### src/rtl/data_mem_seq_if.sv
// Request/response bundle between a requester and data_mem_seq.
// The requester drives init_start and the request fields; the memory returns status and read data.
interface data_mem_seq_if #(
  parameter int W  = 8,
  parameter int AW = 3
) ();
  logic          init_start;
  logic          init_done;
  logic          req_valid;
  logic          req_ready;
  logic          req_we;
  logic [AW-1:0] req_addr;
  logic [W-1:0]  req_wdata;
  logic          rd_valid;
  logic [W-1:0]  rd_data;

  modport master (
    output init_start, req_valid, req_we, req_addr, req_wdata,
    input  init_done, req_ready, rd_valid, rd_data
  );

  modport slave (
    input  init_start, req_valid, req_we, req_addr, req_wdata,
    output init_done, req_ready, rd_valid, rd_data
  );
endinterface

### src/rtl/data_mem_seq.sv
// Single-port data memory that fills itself with a fixed pattern after reset or on request,
// then serves valid/ready reads (1-cycle registered latency) and writes.
module data_mem_seq #(
  parameter int W         = 8,
  parameter int DEPTH     = 8,
  parameter int AW        = 3,
  parameter int INIT_MODE = 1
) (
  input  logic           clk,
  input  logic           rst_n,
  data_mem_seq_if.slave  bus
);

  typedef enum logic [0:0] {
    ST_INIT  = 1'b0,
    ST_READY = 1'b1
  } state_t;

  localparam logic [AW-1:0] LAST_IDX  = AW'(DEPTH - 1);
  localparam logic [AW:0]   DEPTH_EXT = (AW + 1)'(DEPTH);

  state_t        state_r;
  state_t        state_s;
  logic [AW-1:0] cnt_r;
  logic [AW-1:0] cnt_s;
  logic [W-1:0]  mem_r [DEPTH];
  logic          mem_we_s;
  logic [AW-1:0] mem_waddr_s;
  logic [W-1:0]  mem_wdata_s;
  logic          req_ready_s;
  logic          addr_ok_s;
  logic          rd_load_s;
  logic [W-1:0]  rd_data_s;
  logic          rd_valid_r;
  logic [W-1:0]  rd_data_r;

  // Index truncated to W bits, zero-extended when W exceeds AW.
  function automatic logic [W-1:0] fill_pattern(input logic [AW-1:0] idx);
    logic [W-1:0] p;
    p = {W{1'b0}};
    for (int b = 0; b < W; b++) begin
      if (INIT_MODE == 1 && b < AW) begin
        p[b] = idx[b % AW];
      end else begin
        p[b] = 1'b0;
      end
    end
    return p;
  endfunction

  // Next-state, fill/write port selection and read capture.
  always_comb begin
    state_s     = state_r;
    cnt_s       = cnt_r;
    mem_we_s    = 1'b0;
    mem_waddr_s = bus.req_addr;
    mem_wdata_s = bus.req_wdata;
    req_ready_s = 1'b0;
    rd_load_s   = 1'b0;
    rd_data_s   = {W{1'b0}};
    addr_ok_s   = ({1'b0, bus.req_addr} < DEPTH_EXT);
    case (state_r)
      ST_INIT: begin
        mem_we_s    = 1'b1;
        mem_waddr_s = cnt_r;
        mem_wdata_s = fill_pattern(cnt_r);
        if (cnt_r == LAST_IDX) begin
          state_s = ST_READY;
          cnt_s   = {AW{1'b0}};
        end else begin
          cnt_s = cnt_r + AW'(1);
        end
      end
      ST_READY: begin
        req_ready_s = !bus.init_start;
        if (bus.init_start) begin
          state_s = ST_INIT;
          cnt_s   = {AW{1'b0}};
        end else if (bus.req_valid) begin
          if (bus.req_we) begin
            // Out-of-range writes are silently dropped.
            mem_we_s = addr_ok_s;
          end else begin
            rd_load_s = 1'b1;
            rd_data_s = addr_ok_s ? mem_r[bus.req_addr] : {W{1'b0}};
          end
        end else begin
          state_s = ST_READY;
        end
      end
      default: begin
        state_s = ST_INIT;
        cnt_s   = {AW{1'b0}};
      end
    endcase
  end

  // Control state and read response registers.
  always_ff @(posedge clk or negedge rst_n) begin
    if (!rst_n) begin
      state_r    <= ST_INIT;
      cnt_r      <= {AW{1'b0}};
      rd_valid_r <= 1'b0;
      rd_data_r  <= {W{1'b0}};
    end else begin
      state_r    <= state_s;
      cnt_r      <= cnt_s;
      rd_valid_r <= rd_load_s;
      if (rd_load_s) begin
        rd_data_r <= rd_data_s;
      end else begin
        rd_data_r <= rd_data_r;
      end
    end
  end

  // Storage array; contents are rebuilt by the fill sequence rather than reset.
  always_ff @(posedge clk) begin
    if (mem_we_s) begin
      mem_r[mem_waddr_s] <= mem_wdata_s;
    end
  end

  assign bus.init_done = (state_r == ST_READY);
  assign bus.req_ready = req_ready_s;
  assign bus.rd_valid  = rd_valid_r;
  assign bus.rd_data   = rd_data_r;

endmodule
### src/flat_wrapper.sv
// flat-port wrapper written by rule: the top's interface ports become plain ports
module data_mem_seq_flat 
#(
  parameter int W         = 8,
  parameter int DEPTH     = 8,
  parameter int AW        = 3,
  parameter int INIT_MODE = 1
)
  (clk, rst_n, bus_init_start, bus_req_valid, bus_req_we, bus_req_addr, bus_req_wdata, bus_init_done, bus_req_ready, bus_rd_valid, bus_rd_data);
  data_mem_seq_if #(.W(W), .AW(AW)) bus_i ();
  input  logic clk;
  input  logic rst_n;
  input wire logic [$bits(bus_i.init_start)-1:0] bus_init_start;
  input wire logic [$bits(bus_i.req_valid)-1:0] bus_req_valid;
  input wire logic [$bits(bus_i.req_we)-1:0] bus_req_we;
  input wire logic [$bits(bus_i.req_addr)-1:0] bus_req_addr;
  input wire logic [$bits(bus_i.req_wdata)-1:0] bus_req_wdata;
  output wire logic [$bits(bus_i.init_done)-1:0] bus_init_done;
  output wire logic [$bits(bus_i.req_ready)-1:0] bus_req_ready;
  output wire logic [$bits(bus_i.rd_valid)-1:0] bus_rd_valid;
  output wire logic [$bits(bus_i.rd_data)-1:0] bus_rd_data;
  assign bus_i.init_start = bus_init_start;
  assign bus_i.req_valid = bus_req_valid;
  assign bus_i.req_we = bus_req_we;
  assign bus_i.req_addr = bus_req_addr;
  assign bus_i.req_wdata = bus_req_wdata;
  assign bus_init_done = bus_i.init_done;
  assign bus_req_ready = bus_i.req_ready;
  assign bus_rd_valid = bus_i.rd_valid;
  assign bus_rd_data = bus_i.rd_data;
  data_mem_seq #(.W(W), .DEPTH(DEPTH), .AW(AW), .INIT_MODE(INIT_MODE)) u_core (.clk(clk), .rst_n(rst_n), .bus(bus_i));
endmodule
### config.mk
export PLATFORM = sky130hd
export DESIGN_NAME = data_mem_seq_flat
export DESIGN_NICKNAME = d
export VERILOG_FILES = /design/src/rtl/data_mem_seq_if.sv /design/src/rtl/data_mem_seq.sv /design/src/flat_wrapper.sv
export SDC_FILE = /design/constraint.sdc
export NUM_CORES = 1
export LEC_CHECK = 0
export ABC_AREA = 0
export CORE_AREA = 3 3 105 117
export DETAILED_ROUTE_END_ITERATION = 8
export DIE_AREA = 0 0 108 120
export GPL_TIMING_DRIVEN = 0
export SLEW_MARGIN = 20
export SYNTH_ARGS = -nofsm -noshare
export SYNTH_HDL_FRONTEND = slang
export SYNTH_SLANG_ARGS = --single-unit
### constraint.sdc
create_clock -name clk -period 3.7 [get_ports clk]
set_input_delay 0.37 -clock clk [delete_from_list [all_inputs] [get_ports clk]]
set_output_delay 0.37 -clock clk [all_outputs]
set_load 0.1 [all_outputs]
# ---- Word-level counts from Yosys, hierarchy flattened
# Memories as Yosys holds them, arrays and structs flattened. A register that Yosys moved wholly into a read port is not among the register bits.
# Cells that the tools add are included.
dict set report op_classes {
  reduce_logical 2
  eq_ne 2
  muxes 19
  addsub 1
  bitwise_logic 1
}
# operator n
set ops {}
lappend ops {{$mux 1} 12}
lappend ops {{$mux 3} 3}
lappend ops {{$mux 8} 1}
lappend ops {{$pmux 3 s2} 1}
lappend ops {{$pmux 1 s2} 2}
lappend ops {{$add 3x1->3 const B} 1}
lappend ops {{$eq 3x3->1 const B} 1}
lappend ops {{$logic_not 1->1} 2}
lappend ops {{$ne 2x2->1 const B} 1}
lappend ops {{$not 1->1} 1}
dict set report totals {
  in_bits 16
  wordCells 29
  ff_bits 5
  output_inout_bits 11
  n_memories 1
  mem_bits_rw 64
}
# name words word_bits rd rd_ports_with_merged_regs write_ports line_no
set memory_table {}
lappend memory_table {u_core.mem_r 8 8 1 1 1 data_mem_seq.sv:26} ;# logic [W-1:0] mem_r [DEPTH];

# ---- Logic depth before layout (Yosys ltp)
dict set report depth {
  depth_word 6
  depth_mapped 6
  ltp_nobuf 4
}

# ---- Worst setup path before layout
# No wires, ideal clock.
dict set report synth_path {
  path_kind {flip-flop to flip-flop}
  from {reg u_core.state_r, in the netlist u_core.bus.init_done}
  to {mem u_core.mem_r[1][0], enable pin}
  path_buffers 1
  required_time_ps 3329
  synth_period_minus_slack_ps 3811
  setup_time_ps 371
  arrival_time_ps 3441
  path_slack_ps -111
  stages_incl_launch_ff 5
  cell_sequence {dfrtp_1 -> buf_4 -> nor2b_1 -> a41oi_1 -> nor2_1}
}
dict set report synth_between {
  elab_chain_cells 4
  word_cells_on_any_way 5
  cone_classes {mux (4); bitwise (1)}
}
# item line_no
set synth_rtl {}
lappend synth_rtl {{start: declaration} data_mem_seq.sv:22} ;# state_t state_r;
lappend synth_rtl {{start signal: assignment} data_mem_seq.sv:106} ;# state_r <= state_s;
lappend synth_rtl {{$not 1->1} n/a}
lappend synth_rtl {{$pmux 1 s2} data_mem_seq.sv:62} ;# case (state_r)
lappend synth_rtl {{$mux 1} data_mem_seq.sv:119} ;# if (mem_we_s) begin
lappend synth_rtl {{$mux 1 (not written as such)} data_mem_seq.sv:120} ;# mem_r[mem_waddr_s] <= mem_wdata_s;
lappend synth_rtl {{end: declaration} data_mem_seq.sv:26}
# Several ways; a longest one is shown, not always the timed one.

# ---- Worst setup path in the final report
dict set report layout_path {
  from {in bus_init_start}
  to {out bus_req_ready}
}
dict set report layout_between {
  elab_chain_cells 2
}
# item line_no
set layout_rtl {}
lappend layout_rtl {{start: declaration} flat_wrapper.sv:13} ;# input wire logic [$bits(bus_i.init_start)-1:0] bus_init_start;
lappend layout_rtl {{$logic_not 1->1} data_mem_seq.sv:75} ;# req_ready_s = !bus.init_start;
lappend layout_rtl {{$mux 1} data_mem_seq.sv:62}
lappend layout_rtl {{end: declaration} flat_wrapper.sv:19} ;# output wire logic [$bits(bus_i.req_ready)-1:0] bus_req_ready;
# Every way passes these cells.

==> results.md <==
* Total Routed Length at 6.55 mm
* Critical Path Start Type: input pin
* Io pins at 27
* GR Overflow Total at 0
* Crit path kind: in2out
* Final worst slack at 1.06 ns
* Top post-synthesis cells by area: edfxtp_1, dfrtp_1, mux2i_1
* Synth top area share at 59.7%
* Max VDD drop at 0.442 mV
* Per-cell routed wire length at 16.7 µm
* Period utilization at 71.2%
* Finished Core Util at 35.0%
* CTS tree: built
* Stages on worst setup path at 3
* Syn Inst Count at 201
* Vias in the first global route at 1842
* Hold crit path type: in2async
* Worst-Skew Late Latency at 0.33 ns
* Reg2Reg Depth at 5
* Clk slew on worst S/H paths at 0.06 ns
* RSZ-0062 raised after global routing: false
* Yosys cell types at 30
* DR pass1 iterations at 4
* Overall routing resource usage at 10.9%
* First-pass GRT wire length at 10.3 mm
* Clock Skew at 0.00505 ns
* CP Max Fanout at 6
* Status: completed
* Number of enable flip-flop cells after synthesis at 64
* Critical Path RT at 3.33 ns
* Post-DP HPWL at 4.50 mm
* Worst path cell trace: clkdlybuf4s50_1 > nor2b_2 > clkdlybuf4s50_1
* Largest stage delay, worst path at 1.16 ns
* Clock tree buffer depth at 2
* Synthesis-stage register bit count at 77
* I/O Buffers at 25
* Hold-fix buffers, CTS at 0
* Final non-filler cell area at 3960 µm²
* Leakage at 1.44 nW
* Largest net degree at the start of global routing at 14
* ANT nets after route at 0
* Ys async rst share at 16.9%
* Tmin final at 2.64 ns
* Number of setup violations in the final report at 0
* Most common cell after layout, fill and taps aside: edfxtp_1
* Reg2reg setup slack at 1.61 ns
* Area delta synth->final at 23.2%
* DRT iter0 DRCs at 91
* FP Rows at 41
* End of the worst register-to-register path: u_core.mem_r[1][6]
* Crit path buffers/inverters at 2
* Synth warn at 0
* Max-Cap Viols at 0
* Crit. End Element: output pin
* DRC violations left at 0
* Placer Congestion at 0.788
* Post-cts sizing count at 0
* Die ar. at 13000 µm²
* Max-slew violation count at 0
* H-Tree Depth at 3
* Placed cell areas at 3660 µm²
* Most frequent cells in the layout: edfxtp_1, clkdlybuf4s50_1, mux2i_1
* Vert. Die Dim at 120 µm
* Initial Util at 28.4%
* Final Power at 3.33 mW
* CP arrival at 2.27 ns
* Sequential fraction of the synthesis area at 69.9%
* Worst setup endpoint: bus_req_ready
* CP max stage cell: clkdlybuf4s50_1
* Cell family with most CP delay: buffers and inverters
* CORE AREA at 11300 µm²
* Synthesized area per cell at 16.0 µm²
* Relative slew margins at 34.2%
* Initial antenna violation count at 0
* Dominant cell type by area after synthesis: edfxtp_1
* CTS Buf Count at 9
* Final nets at 255
* Setup WS pre-CTS at 0.904 ns
* Syn nets at 219
* Diode count at 0
* Mapped Area at 3220 µm²
* Die Wd at 108 µm
* Sink Count at 77
* PD cells at 841 nW/µm²
* Fin. Hold Viols at 0
* Setup TNS at 0 ns
* Layout cells sized above 1 at 15.3%
* Critical Path Source: bus_init_start
* Post-CTS setup repair buffer count at 0
* Primary FF master, synth: edfxtp_1
* Slew of the pin with the lowest slew margin at 0.983 ns
* Vias at 1770
* Reg2Reg Launch Point: u_core.bus.init_done
* Root buf cell: clkbuf_16
* Vias per cell at 4.52
* CP most frequent cell: clkdlybuf4s50_1
* Top achievable clock speed at 380 MHz
[synth_stat cells (2+ instances only)]
cell type  count
o31ai_2        8
nor2b_1        3
mux2_1        13
nand2b_1       2
mux2_2         6
o22ai_1        9
buf_6          3
and2_1         5
mux2i_1       16
ha_1           2
a22o_1         8
dfrtp_1       13
edfxtp_1      64
buf_2          3
inv_1          3
a41oi_1        2
nand2_1       14
nor2_1        13
a21oi_1        2
clkbuf_1       2
[registers in the layout, summed over array words and instances, names as in the netlist]
signal	cells
u_core.cnt_r	3
u_core.bus.rd_valid	1
u_core.bus.init_done	1
u_core.mem_r	64
u_core.bus.rd_data	8
[worst min path at each step]
stage                     startpoint                     to  slack (ns)  cells after the start
4_1_cts                        rst_n    u_core.bus.rd_valid        0.47                      1
2_1_floorplan                  rst_n   u_core.bus.init_done        0.07                      0
3_3_place_gp   u_core.bus.rd_data[7]  u_core.bus.rd_data[7]        0.48                      2
6_report                       rst_n    u_core.bus.rd_valid        0.45                      1
5_1_grt                        rst_n    u_core.bus.rd_valid        0.52                      1
3_5_place_dp   u_core.bus.rd_data[4]  u_core.bus.rd_data[4]        0.48                      2
[final cells by class]
| cell class | instances | area (µm²) |
|---|---|---|
| well taps | 150 | 188 |
| flip-flops and latches | 77 | 2250 |
| clock buffers | 10 | 229 |
| multi-input cells | 109 | 870 |
| plain buffers | 11 | 87.6 |
| repair buffers | 25 | 250 |
| fillers | 1074 | 7370 |
| clock inverters | 6 | 77.6 |
| inverters | 4 | 15.0 |
[cells by family (layout without fill, tap and decap cells)]
logic type	Yosys count	count (layout)	synth area share, %
adders and majority gates	2	2	0.778
DFF	77	77	69.9
AOI/OAI and AO/OA	33	33	8.95
buffers and inverters	15	56	3.19
muxes	35	35	11.6
and+or+nand+nor	39	39	5.60
[metal layers]
metal	track usage [%]	vias up	part of all wire, %
li1	-	841	-
met1	14.8	863	45
met2	16.4	55	47
met3	3.28	11	5.9
met4	4.58	0	1.8
met5	0	-	0
[metrics by stage]
step                      instances  hold slack (ns)
after detailed placement        376            0.483
after CTS                       392            0.466
after floorplan                 201           0.0744
final                           392            0.447
after global routing            392            0.516
after global placement          376            0.475
[worst reg2reg max path: stages, from the launching register on]
cell     delay, ns
dfrtp_1       0.39
buf_4         0.17
buf_2         0.18
nor3_1        0.20
a21oi_1       0.08
nor2_1        0.70
[report_power, final]
| part | switching [mW] | total, mW | leakage (nW) | internal [mW] |
|---|---|---|---|---|
| combinational | 0.755 | 1.04 | 0.527 | 0.288 |
| sequential | 0.0959 | 1.39 | 0.759 | 1.30 |
| clock | 0.314 | 0.897 | 0.151 | 0.583 |
| total | 1.17 | 3.33 | 1.44 | 2.17 |
(Power assumes the default switching activity.)
